File: src/rtl/spi_pkg.sv
// Shared constants and state encoding for the SPI responder.
package spi_pkg;

  localparam int SHIFT_REG_WIDTH = 8;

  // SPI modes as {CPOL, CPHA}
  localparam logic [1:0] MODE0 = 2'b00;
  localparam logic [1:0] MODE1 = 2'b01;
  localparam logic [1:0] MODE2 = 2'b10;
  localparam logic [1:0] MODE3 = 2'b11;

  typedef enum logic {
    IDLE   = 1'b0,
    ACTIVE = 1'b1
  } state_t;

endpackage

File: src/rtl/spi_sync_edge.sv
// Three-flop synchroniser for an asynchronous pin with single-clk rise/fall pulses.
module spi_sync_edge
  import spi_pkg::*;
#(
  parameter logic RESET_VAL = 1'b0
) (
  input  logic clk,
  input  logic reset,
  input  logic din,
  output logic rise,
  output logic fall
);

  logic [2:0] sync_ff;

  always_ff @(posedge clk) begin
    if (reset) begin
      sync_ff <= {3{RESET_VAL}};
    end else begin
      sync_ff <= {sync_ff[1:0], din};
    end
  end

  // flop 2 is the first metastability-safe stage; flop 3 is its one-clk history
  assign rise = sync_ff[1] & ~sync_ff[2];
  assign fall = ~sync_ff[1] & sync_ff[2];

endmodule

File: src/rtl/spi_slave.sv
// SPI responder: oversampled SCLK/CS/MOSI, one-entry Tx holding register, pulsed Rx byte.
// state  | meaning
// IDLE   | CS high, waiting for the synchronised CS falling edge
// ACTIVE | CS low, shifting bytes on sample/shift edges
module spi_slave #(
  parameter logic CPOL = 1'b0,
  parameter logic CPHA = 1'b0,
  parameter int SHIFT_REG_WIDTH = spi_pkg::SHIFT_REG_WIDTH,
  parameter logic [SHIFT_REG_WIDTH-1:0] DEFAULT_TX = '0
) (
  input  logic                       clk,
  input  logic                       reset,
  input  logic [SHIFT_REG_WIDTH-1:0] i_Tx_Byte,
  input  logic                       i_Tx_Valid,
  output logic                       o_Tx_Ready,
  output logic [SHIFT_REG_WIDTH-1:0] o_Rx_Byte,
  output logic                       o_Rx_Valid,
  output logic                       o_Tx_Underrun,
  input  logic                       i_SPI_Clk,
  input  logic                       i_SPI_CSLow,
  input  logic                       i_SPI_Mosi,
  output logic                       o_SPI_Miso,
  output logic                       o_SPI_MisoEn
);
  import spi_pkg::*;

  localparam int W = SHIFT_REG_WIDTH;
  localparam int CNT_W = (W > 2) ? $clog2(W) : 1;
  localparam logic [CNT_W-1:0] LAST_BIT = CNT_W'(W - 1);

  state_t           state;
  logic [W-1:0]     tx_shift;
  logic [W-1:0]     rx_shift;
  logic [W-1:0]     hold_reg;
  logic             hold_full;
  logic [CNT_W-1:0] bit_cnt;
  logic             reload_pending;
  logic [1:0]       mosi_ff;

  logic sclk_rise, sclk_fall, cs_rise, cs_fall;
  logic leading, trailing, sample_edge, shift_edge;
  logic tx_accept, load_now;
  logic mosi_s;
  logic [W-1:0] load_val, rx_next;

  spi_sync_edge #(.RESET_VAL(CPOL)) u_sclk_sync (
    .clk  (clk),
    .reset(reset),
    .din  (i_SPI_Clk),
    .rise (sclk_rise),
    .fall (sclk_fall)
  );

  spi_sync_edge #(.RESET_VAL(1'b1)) u_cs_sync (
    .clk  (clk),
    .reset(reset),
    .din  (i_SPI_CSLow),
    .rise (cs_rise),
    .fall (cs_fall)
  );

  always_ff @(posedge clk) begin
    if (reset) begin
      mosi_ff <= '0;
    end else begin
      mosi_ff <= {mosi_ff[0], i_SPI_Mosi};
    end
  end

  assign mosi_s      = mosi_ff[1];
  assign leading     = CPOL ? sclk_fall : sclk_rise;
  assign trailing    = CPOL ? sclk_rise : sclk_fall;
  assign sample_edge = CPHA ? trailing : leading;
  assign shift_edge  = CPHA ? leading : trailing;
  assign tx_accept   = i_Tx_Valid && o_Tx_Ready;
  assign load_val    = hold_full ? hold_reg : DEFAULT_TX;
  assign rx_next     = {rx_shift[W-2:0], mosi_s};
  // a reload after a wrap waits for the shift edge so CS-high edges never load
  assign load_now    = (state == IDLE) ? cs_fall
                                       : (!cs_rise && shift_edge && reload_pending);

  always_ff @(posedge clk) begin
    if (reset) begin
      state          <= IDLE;
      tx_shift       <= '0;
      rx_shift       <= '0;
      hold_reg       <= '0;
      hold_full      <= 1'b0;
      bit_cnt        <= '0;
      reload_pending <= 1'b0;
      o_Tx_Ready     <= 1'b1;
      o_Rx_Byte      <= '0;
      o_Rx_Valid     <= 1'b0;
      o_Tx_Underrun  <= 1'b0;
      o_SPI_Miso     <= 1'b0;
      o_SPI_MisoEn   <= 1'b0;
    end else begin
      o_Rx_Valid    <= 1'b0;
      o_Tx_Underrun <= 1'b0;

      if (load_now) begin
        o_Tx_Underrun <= !hold_full;
        hold_full     <= tx_accept;
        o_Tx_Ready    <= !tx_accept;
        if (tx_accept) hold_reg <= i_Tx_Byte;
      end else if (tx_accept) begin
        hold_full  <= 1'b1;
        hold_reg   <= i_Tx_Byte;
        o_Tx_Ready <= 1'b0;
      end

      case (state)
        IDLE: begin
          if (cs_fall) begin
            state          <= ACTIVE;
            o_SPI_MisoEn   <= 1'b1;
            bit_cnt        <= '0;
            reload_pending <= 1'b0;
            // tx_shift[W-1] is always the next bit to put on MISO
            if (CPHA) begin
              tx_shift <= load_val;
            end else begin
              tx_shift   <= load_val << 1;
              o_SPI_Miso <= load_val[W-1];
            end
          end
        end
        ACTIVE: begin
          if (cs_rise) begin
            state          <= IDLE;
            o_SPI_MisoEn   <= 1'b0;
            bit_cnt        <= '0;
            reload_pending <= 1'b0;
          end else begin
            if (sample_edge) begin
              rx_shift <= rx_next;
              if (bit_cnt == LAST_BIT) begin
                bit_cnt        <= '0;
                o_Rx_Byte      <= rx_next;
                o_Rx_Valid     <= 1'b1;
                reload_pending <= 1'b1;
              end else begin
                bit_cnt <= bit_cnt + 1'b1;
              end
            end
            if (shift_edge) begin
              if (reload_pending) begin
                reload_pending <= 1'b0;
                tx_shift       <= load_val << 1;
                o_SPI_Miso     <= load_val[W-1];
              end else begin
                tx_shift   <= tx_shift << 1;
                o_SPI_Miso <= tx_shift[W-1];
              end
            end
          end
        end
        default: state <= IDLE;
      endcase
    end
  end

endmodule

File: config.mk
export PLATFORM = sky130hd
export DESIGN_NAME = spi_slave
export DESIGN_NICKNAME = d
export VERILOG_FILES = /design/src/rtl/spi_pkg.sv /design/src/rtl/spi_sync_edge.sv /design/src/rtl/spi_slave.sv
export SDC_FILE = /design/constraint.sdc
export NUM_CORES = 1
export LEC_CHECK = 0
export ABC_AREA = 1
export CAP_MARGIN = 40
export CORE_MARGIN = 1
export CORE_UTILIZATION = 55
export DETAILED_ROUTE_END_ITERATION = 8
export DONT_BUFFER_PORTS = 1
export GPL_TIMING_DRIVEN = 0
export HOLD_SLACK_MARGIN = 0.12
export PLACE_DENSITY = 0.73
export RECOVER_POWER = 100
export SYNTH_ARGS = -nofsm -noshare
export SYNTH_HDL_FRONTEND = slang
export SYNTH_SLANG_ARGS = --single-unit
File: constraint.sdc
create_clock -name clk -period 1.3 [get_ports clk]
set_input_delay 0.195 -clock clk [delete_from_list [all_inputs] [get_ports clk]]
set_output_delay 0.195 -clock clk [all_outputs]
set_load 0.02 [all_outputs]
==> results.json, run 1 <==
{
  "status": "finished, final reports clean",
  "syn_inst": 268,
  "grt_pass1_wl_um": 5980,
  "grt_overflow": 0,
  "start_kind": "flop",
  "vias": 1626,
  "grtUsageMet2": 0.395,
  "cts_made_buffers": 5,
  "fin_area_um2": 2310,
  "grt_pass1_vias": 1447,
  "nFillCells": 294,
  "path_cells": "ha_4, ha_4, nand3_4, nor2_4, buf_6, nand2_1, a21oi_1",
  "holdCritPathClass": "input port to flop",
  "cts_tree": "yes",
  "pre_cts_ws_ps": -169,
  "wire_per_inst_um": 11.4,
  "yosysWarnings": 0,
  "endpoint_kind": "flop",
  "gr-usage-met1": 0.244,
  "whs_ps": 201,
  "clock_latency_ps": 380,
  "start_util": 0.579,
  "slew_headroom": 0.648,
  "drt_iter0_drc": 63,
  "required_ps": 1610,
  "yosysUniqueCellTypes": 21,
  "rsz0062_at_grt": "true",
  "rows": 21,
  "die_width_um": 61.5,
  "p_leak_nw": 1.03,
  "portBuffers": 0,
  "place_area_um2": 2010,
  "finalPower_mw": 2.82,
  "post-route-period-util": 0.969,
  "ys_seq_elements": 49,
  "path_class": "flop to flop",
  "place_hpwl_um": 2520,
  "routabilityCongestion": 0.758,
  "ant_nets": 0,
  "cp_common_cell": "ha_4",
  "cap_violations": 0,
  "layout_min_cycle_time_ps": 1260,
  "setup-violations-final": 0,
  "vdd_drop_max_v": 0.000776,
  "num-nets-final": 305,
  "setup_slack_ps": 40.5,
  "cts_sinks": 49,
  "grt_util_met3": 0.0693,
  "max_freq_mhz": 794,
  "arrival_ps": 1570,
  "syn_nets": 284,
  "p_per_area_nw_per_um2": 1220,
  "cpMaxStageDelayCell": "dfxtp_2",
  "dieHeight_um": 61.5,
  "track_usage": 0.220,
  "gr-max-usage-layer": "met2",
  "cts_root_buf": "clkbuf_4",
  "dieArea_um2": 3780,
  "drive_gt1_frac": 0.131,
  "antenna_cells": 0,
  "ys_seq_area_frac": 0.504,
  "place_inst": 314,
  "hold_viol_final": 0,
  "worst_slew_pin_slew_ps": 528,
  "hold_path_depth": 4,
  "cpPeakStageDelay_ps": 390,
  "clk_pin_slew_worst_paths_ps": 140,
  "seq_area_um2": 990,
  "layoutNonFillerInstCount": 336,
  "fin_worst_skew_ps": 13.2,
  "syn_area_um2": 1950,
  "cts_max_level": 2,
  "r2r_cells": 7,
  "vias_per_cell": 4.84,
  "antenna_found_initial": 0,
  "routed_wl_um": 3840,
  "multiInputGateArea_um2": 877,
  "core_um2": 3360,
  "avgSynthCellArea_um2": 7.27,
  "drt-pass1-iter-count": 4,
  "area_growth_pct": 18.7,
  "clk_path_buf_depth": 2,
  "drc": 0,
  "grt_max_degree": 17,
  "slew_violations": 0,
  "io_pins": 27,
  "path_max_fanout": 4
}
==> routing by layer <==
metal  vias to the layer above  routed length, um
li1                        868                  -
met5                         -                  0
met1                       724               1750
met4                         0                 68
met3                         6                180
met2                        28               1840
==> cell usage after synthesis <==
master	n	area share
nor2_1	44	0.085
and3_1	1	0.0032
buf_1	2	0.0039
nand3_4	1	0.0090
o21ai_4	1	0.0084
a21oi_1	21	0.054
clkbuf_1	4	0.0077
or2_2	3	0.0096
nand2_1	78	0.15
buf_2	2	0.0051
buf_6	1	0.0058
nor2_2	1	0.0032
inv_2	2	0.0039
dfxtp_1	49	0.50
nand2_4	1	0.0058
nor2_4	1	0.0058
ha_1	2	0.013
o21ai_0	17	0.044
inv_1	28	0.054
nand3b_1	2	0.0077
nand3_1	7	0.018
==> final timing paths <==
check / startpoint / end / slack (ps)
max: bit_cnt[0]$_SDFFE_PP0P_ / o_Rx_Byte[1]$_SDFFE_PP0P_ / 40
min: i_Tx_Valid / hold_reg[3]$_SDFFE_PP0P_ / 200
max reg2reg: bit_cnt[0]$_SDFFE_PP0P_ / o_Rx_Byte[1]$_SDFFE_PP0P_ / 40
min reg2reg: mosi_ff[0]$_SDFF_PP0_ / mosi_ff[1]$_SDFF_PP0_ / 410
==> critical path: cells and delay by family (launching register included) <==
kind,cells,cell delay [ps]
DFF,1,390
and+or+nand+nor,3,290
adders and majority gates,2,270
buffers and inverters,1,130
AOI/OAI and AO/OA,1,130
==> area by class of cell <==
cell class	instances	area share
clock buffers	5	0.0162
clock inverters	3	0.0200
inverters	30	0.0498
multi-input cells	180	0.379
plain buffers	8	0.0179
flip-flops and latches	49	0.428
well taps	46	0.0249
repair buffers	15	0.0639
==> placed cells by master, fill, tap and decap left out <==
master and count:
a21oi_2 1, o21ai_0 16, nor2_1 44, dfxtp_4 1, a21oi_1 20, buf_4 3, inv_2 1, inv_1 28
ha_4 2, buf_6 3, dlygate4sd3_1 11, nor2_4 2, dfxtp_2 4, nand2_4 1, clkinv_4 1, buf_1 2
nand3_1 3, o21ai_1 1, nand3_4 2, dfxtp_1 44, bufinv_16 1, and3_1 1, clkbuf_1 4, nand2_2 2
clkbuf_4 5, clkinvlp_4 1, nand3b_1 2, inv_4 1, or2_2 3, nand3_2 3, o21ai_4 1, nand2_1 76
==> per-stage QoR <==
stage | util | setup TNS, ps
after floorplan | - | 0
after global placement | 0.596 | -1210
after detailed placement | 0.596 | -1370
after CTS | 0.663 | 0
after global routing | 0.688 | -229
final | 0.688 | 0
==> cell families after synthesis <==
group,share of synthesized area
AND/OR/NAND/NOR,0.297
flip-flops,0.504
AO/OA/AOI/OAI,0.106
buffers and inverters,0.0803
adder cells (fa/ha/maj),0.0128
==> report_power, final <==
| part | total, mW | leakage (nW) | switching (mW) | internal [mW] |
|---|---|---|---|---|
| Combinational | 0.281 | 0.584 | 0.164 | 0.117 |
| Sequential | 1.62 | 0.401 | 0.0548 | 1.57 |
| Clock | 0.917 | 0.0414 | 0.509 | 0.408 |
==> repair_timing <==
item	4_1_cts	5_1_grt
hold buffers	11	0
hold endpoints to repair	11	0
pin swaps	1	4
setup buffers	2	2
setup endpoints to repair	22	28
resized for setup	6	19
cloned	0	0
(Power assumes the default switching activity.)
==> run 2: changes to the inputs <==
--- a/config.mk
+++ b/config.mk
@@ -8,12 +8,13 @@
 export ABC_AREA = 1
 export CAP_MARGIN = 40
 export CORE_MARGIN = 1
-export CORE_UTILIZATION = 55
+export CORE_UTILIZATION = 31
 export DETAILED_ROUTE_END_ITERATION = 8
 export DONT_BUFFER_PORTS = 1
 export GPL_TIMING_DRIVEN = 0
 export HOLD_SLACK_MARGIN = 0.12
-export PLACE_DENSITY = 0.73
+export MAX_ROUTING_LAYER = met4
+export PLACE_DENSITY = 0.46
 export RECOVER_POWER = 100
 export SYNTH_ARGS = -nofsm -noshare
 export SYNTH_HDL_FRONTEND = slang
==> run 2 against run 1 <==
  * Count of clock-buffer cells in the layout is 1 higher
  * Final area is 2.8% higher
  * Hold slack better by 96 ps
  * Critical path depth stayed put
  * Register-to-register slack better by 20 ps
  * Combinational power hardly changed
  * Die area is 75% higher
  * Critical path type unchanged
==> results.json, run 2 (same netlist as run 1, synthesis figures left out) <==
{
  "routabilityCongestion": 0.720,
  "routed_wl_um": 4080,
  "arrival_ps": 1470,
  "grt_pass1_vias": 1509,
  "start_util": 0.325,
  "path_class": "flop to flop",
  "antenna_cells": 0,
  "grt_overflow": 0,
  "area_growth_pct": 22.0,
  "antenna_found_initial": 0,
  "setup_slack_ps": 61.7,
  "start_kind": "flop",
  "final_core_util": 0.397,
  "setup-violations-final": 0,
  "worst_slew_pin_slew_ps": 518,
  "portBuffers": 0,
  "cap_violations": 0,
  "cts_root_buf": "clkbuf_8",
  "drive_gt1_frac": 0.148,
  "hold_path_depth": 4,
  "post-route-period-util": 0.953,
  "fin_worst_skew_ps": 4.69,
  "rsz0062_at_grt": "true",
  "place_hpwl_um": 2810,
  "io_pins": 27,
  "drt_iter0_drc": 41,
  "multiInputGateArea_um2": 886,
  "slew_violations": 0,
  "p_leak_nw": 1.04,
  "endpoint_kind": "flop",
  "num-nets-final": 306,
  "die_width_um": 81.3,
  "grt_pass1_wl_um": 6780,
  "r2r_cells": 7,
  "ant_nets": 0,
  "cts_max_level": 2,
  "cts_tree": "yes",
  "p_per_area_nw_per_um2": 1190,
  "path_buf_inv": 1,
  "vdd_drop_max_v": 0.000596,
  "layout_commonest_cell": "nand2_1",
  "cts_sinks": 49,
  "drc": 0,
  "final_cell_mix": "nand2_1 (73), nor2_1 (44), dfxtp_1 (44)",
  "clk_path_buf_depth": 2,
  "cpMaxStageDelayCell": "dfxtp_2",
  "required_ps": 1530,
  "max_freq_mhz": 808,
  "status": "finished, final reports clean",
  "path_cells": "ha_4, ha_4, nand3_4, nor2_4, buf_6, nand2_1, a21oi_2",
  "vias": 1612,
  "rows": 28,
  "core_um2": 5990,
  "clock_latency_ps": 290,
  "layout_min_cycle_time_ps": 1240,
  "grt_max_degree": 16,
  "nFillCells": 656,
  "drt-pass1-iter-count": 4,
  "cts_made_buffers": 5,
  "seq_area_um2": 990,
  "worst-path-stages": 7,
  "cp_top_family": "flip-flops",
  "hold_viol_final": 0,
  "vias_per_cell": 4.40,
  "pre_cts_ws_ps": -201,
  "cpPeakStageDelay_ps": 360,
  "dieArea_um2": 6610,
  "dieHeight_um": 81.3,
  "clk_pin_slew_worst_paths_ps": 90,
  "cp_common_cell": "ha_4",
  "r2r_slack_ps": 60,
  "holdCritPathClass": "input port to flop",
  "wire_per_inst_um": 11.2,
  "track_usage": 0.139,
  "path_max_fanout": 4,
  "slew_headroom": 0.655
}
-- run 2: cell types whose count changed in the layout (fill, tap and decap cells not counted), moves of 2 or more --
cell	delta
nand2_1	-3
clkbuf_4	-5
a21oi_2	+3
nand3_2	-2
nand3_1	+2
nand2_2	+3
a21oi_1	-3
clkbuf_8	+6
-- run 2: final cells by class --
type                            count  share of cell area
Timing Repair Buffer               16              0.0653
Clock inverter                      2             0.00579
Clock buffer                        6              0.0347
Buffer                              8              0.0174
Multi-Input combinational cell    180               0.373
Inverter                           30              0.0484
Sequential cell                    49               0.416
Tap cell                           75              0.0395
-- run 2: power breakdown --
| group | internal (mW) | leakage, nW | switching [mW] | total (mW) |
|---|---|---|---|---|
| logic | 0.116 | 0.588 | 0.163 | 0.278 |
| registers | 1.57 | 0.402 | 0.0555 | 1.62 |
| clock network | 0.432 | 0.0512 | 0.494 | 0.926 |
-- run 2: metrics by stage --
stage / area, um2 / cells / total power, mW / hold slack (ps) / setup TNS [ps]
floorplan: 1950 / 268 / 1.84 / 299 / 0
global placement: 2040 / 343 / 1.90 / 303 / -2250
detailed placement: 2040 / 343 / 1.90 / 303 / -1810
CTS: 2280 / 364 / 2.88 / 283 / 0
global route: 2380 / 366 / 2.99 / 331 / -15.2
finish: 2380 / 366 / 2.83 / 296 / 0
-- run 2: metal layers --
metal,part of all wire,vias to the layer above,track usage
met5,0,-,-
met3,0.043,2,0.0393
met2,0.47,21,0.230
li1,-,866,-
met4,0.0054,0,0.0429
met1,0.48,723,0.161
-- run 2: final timing paths --
path,start,to
min,i_Tx_Valid,hold_reg[0]$_SDFFE_PP0P_
min reg2reg,u_sclk_sync.sync_ff[0]$_SDFF_PP0_,u_sclk_sync.sync_ff[1]$_SDFF_PP0_
max reg2reg,bit_cnt[0]$_SDFFE_PP0P_,o_Rx_Byte[4]$_SDFFE_PP0P_
max,bit_cnt[0]$_SDFFE_PP0P_,o_Rx_Byte[4]$_SDFFE_PP0P_
-- run 2: worst register-to-register path, stage by stage (launching register included) --
cell and delay, ps:
dfxtp_2 360, ha_4 130, ha_4 130, nand3_4 70, nor2_4 170, buf_6 140, nand2_1 60, a21oi_2 110
-- run 2: repair_timing --
action / CTS / global route
resized for setup: 6 / 23
setup endpoints to repair: 26 / 30
pin swaps: 2 / 9
setup buffers: 2 / 3
hold buffers: 11 / 0
hold endpoints to repair: 11 / 0
gates cloned: 0 / 0
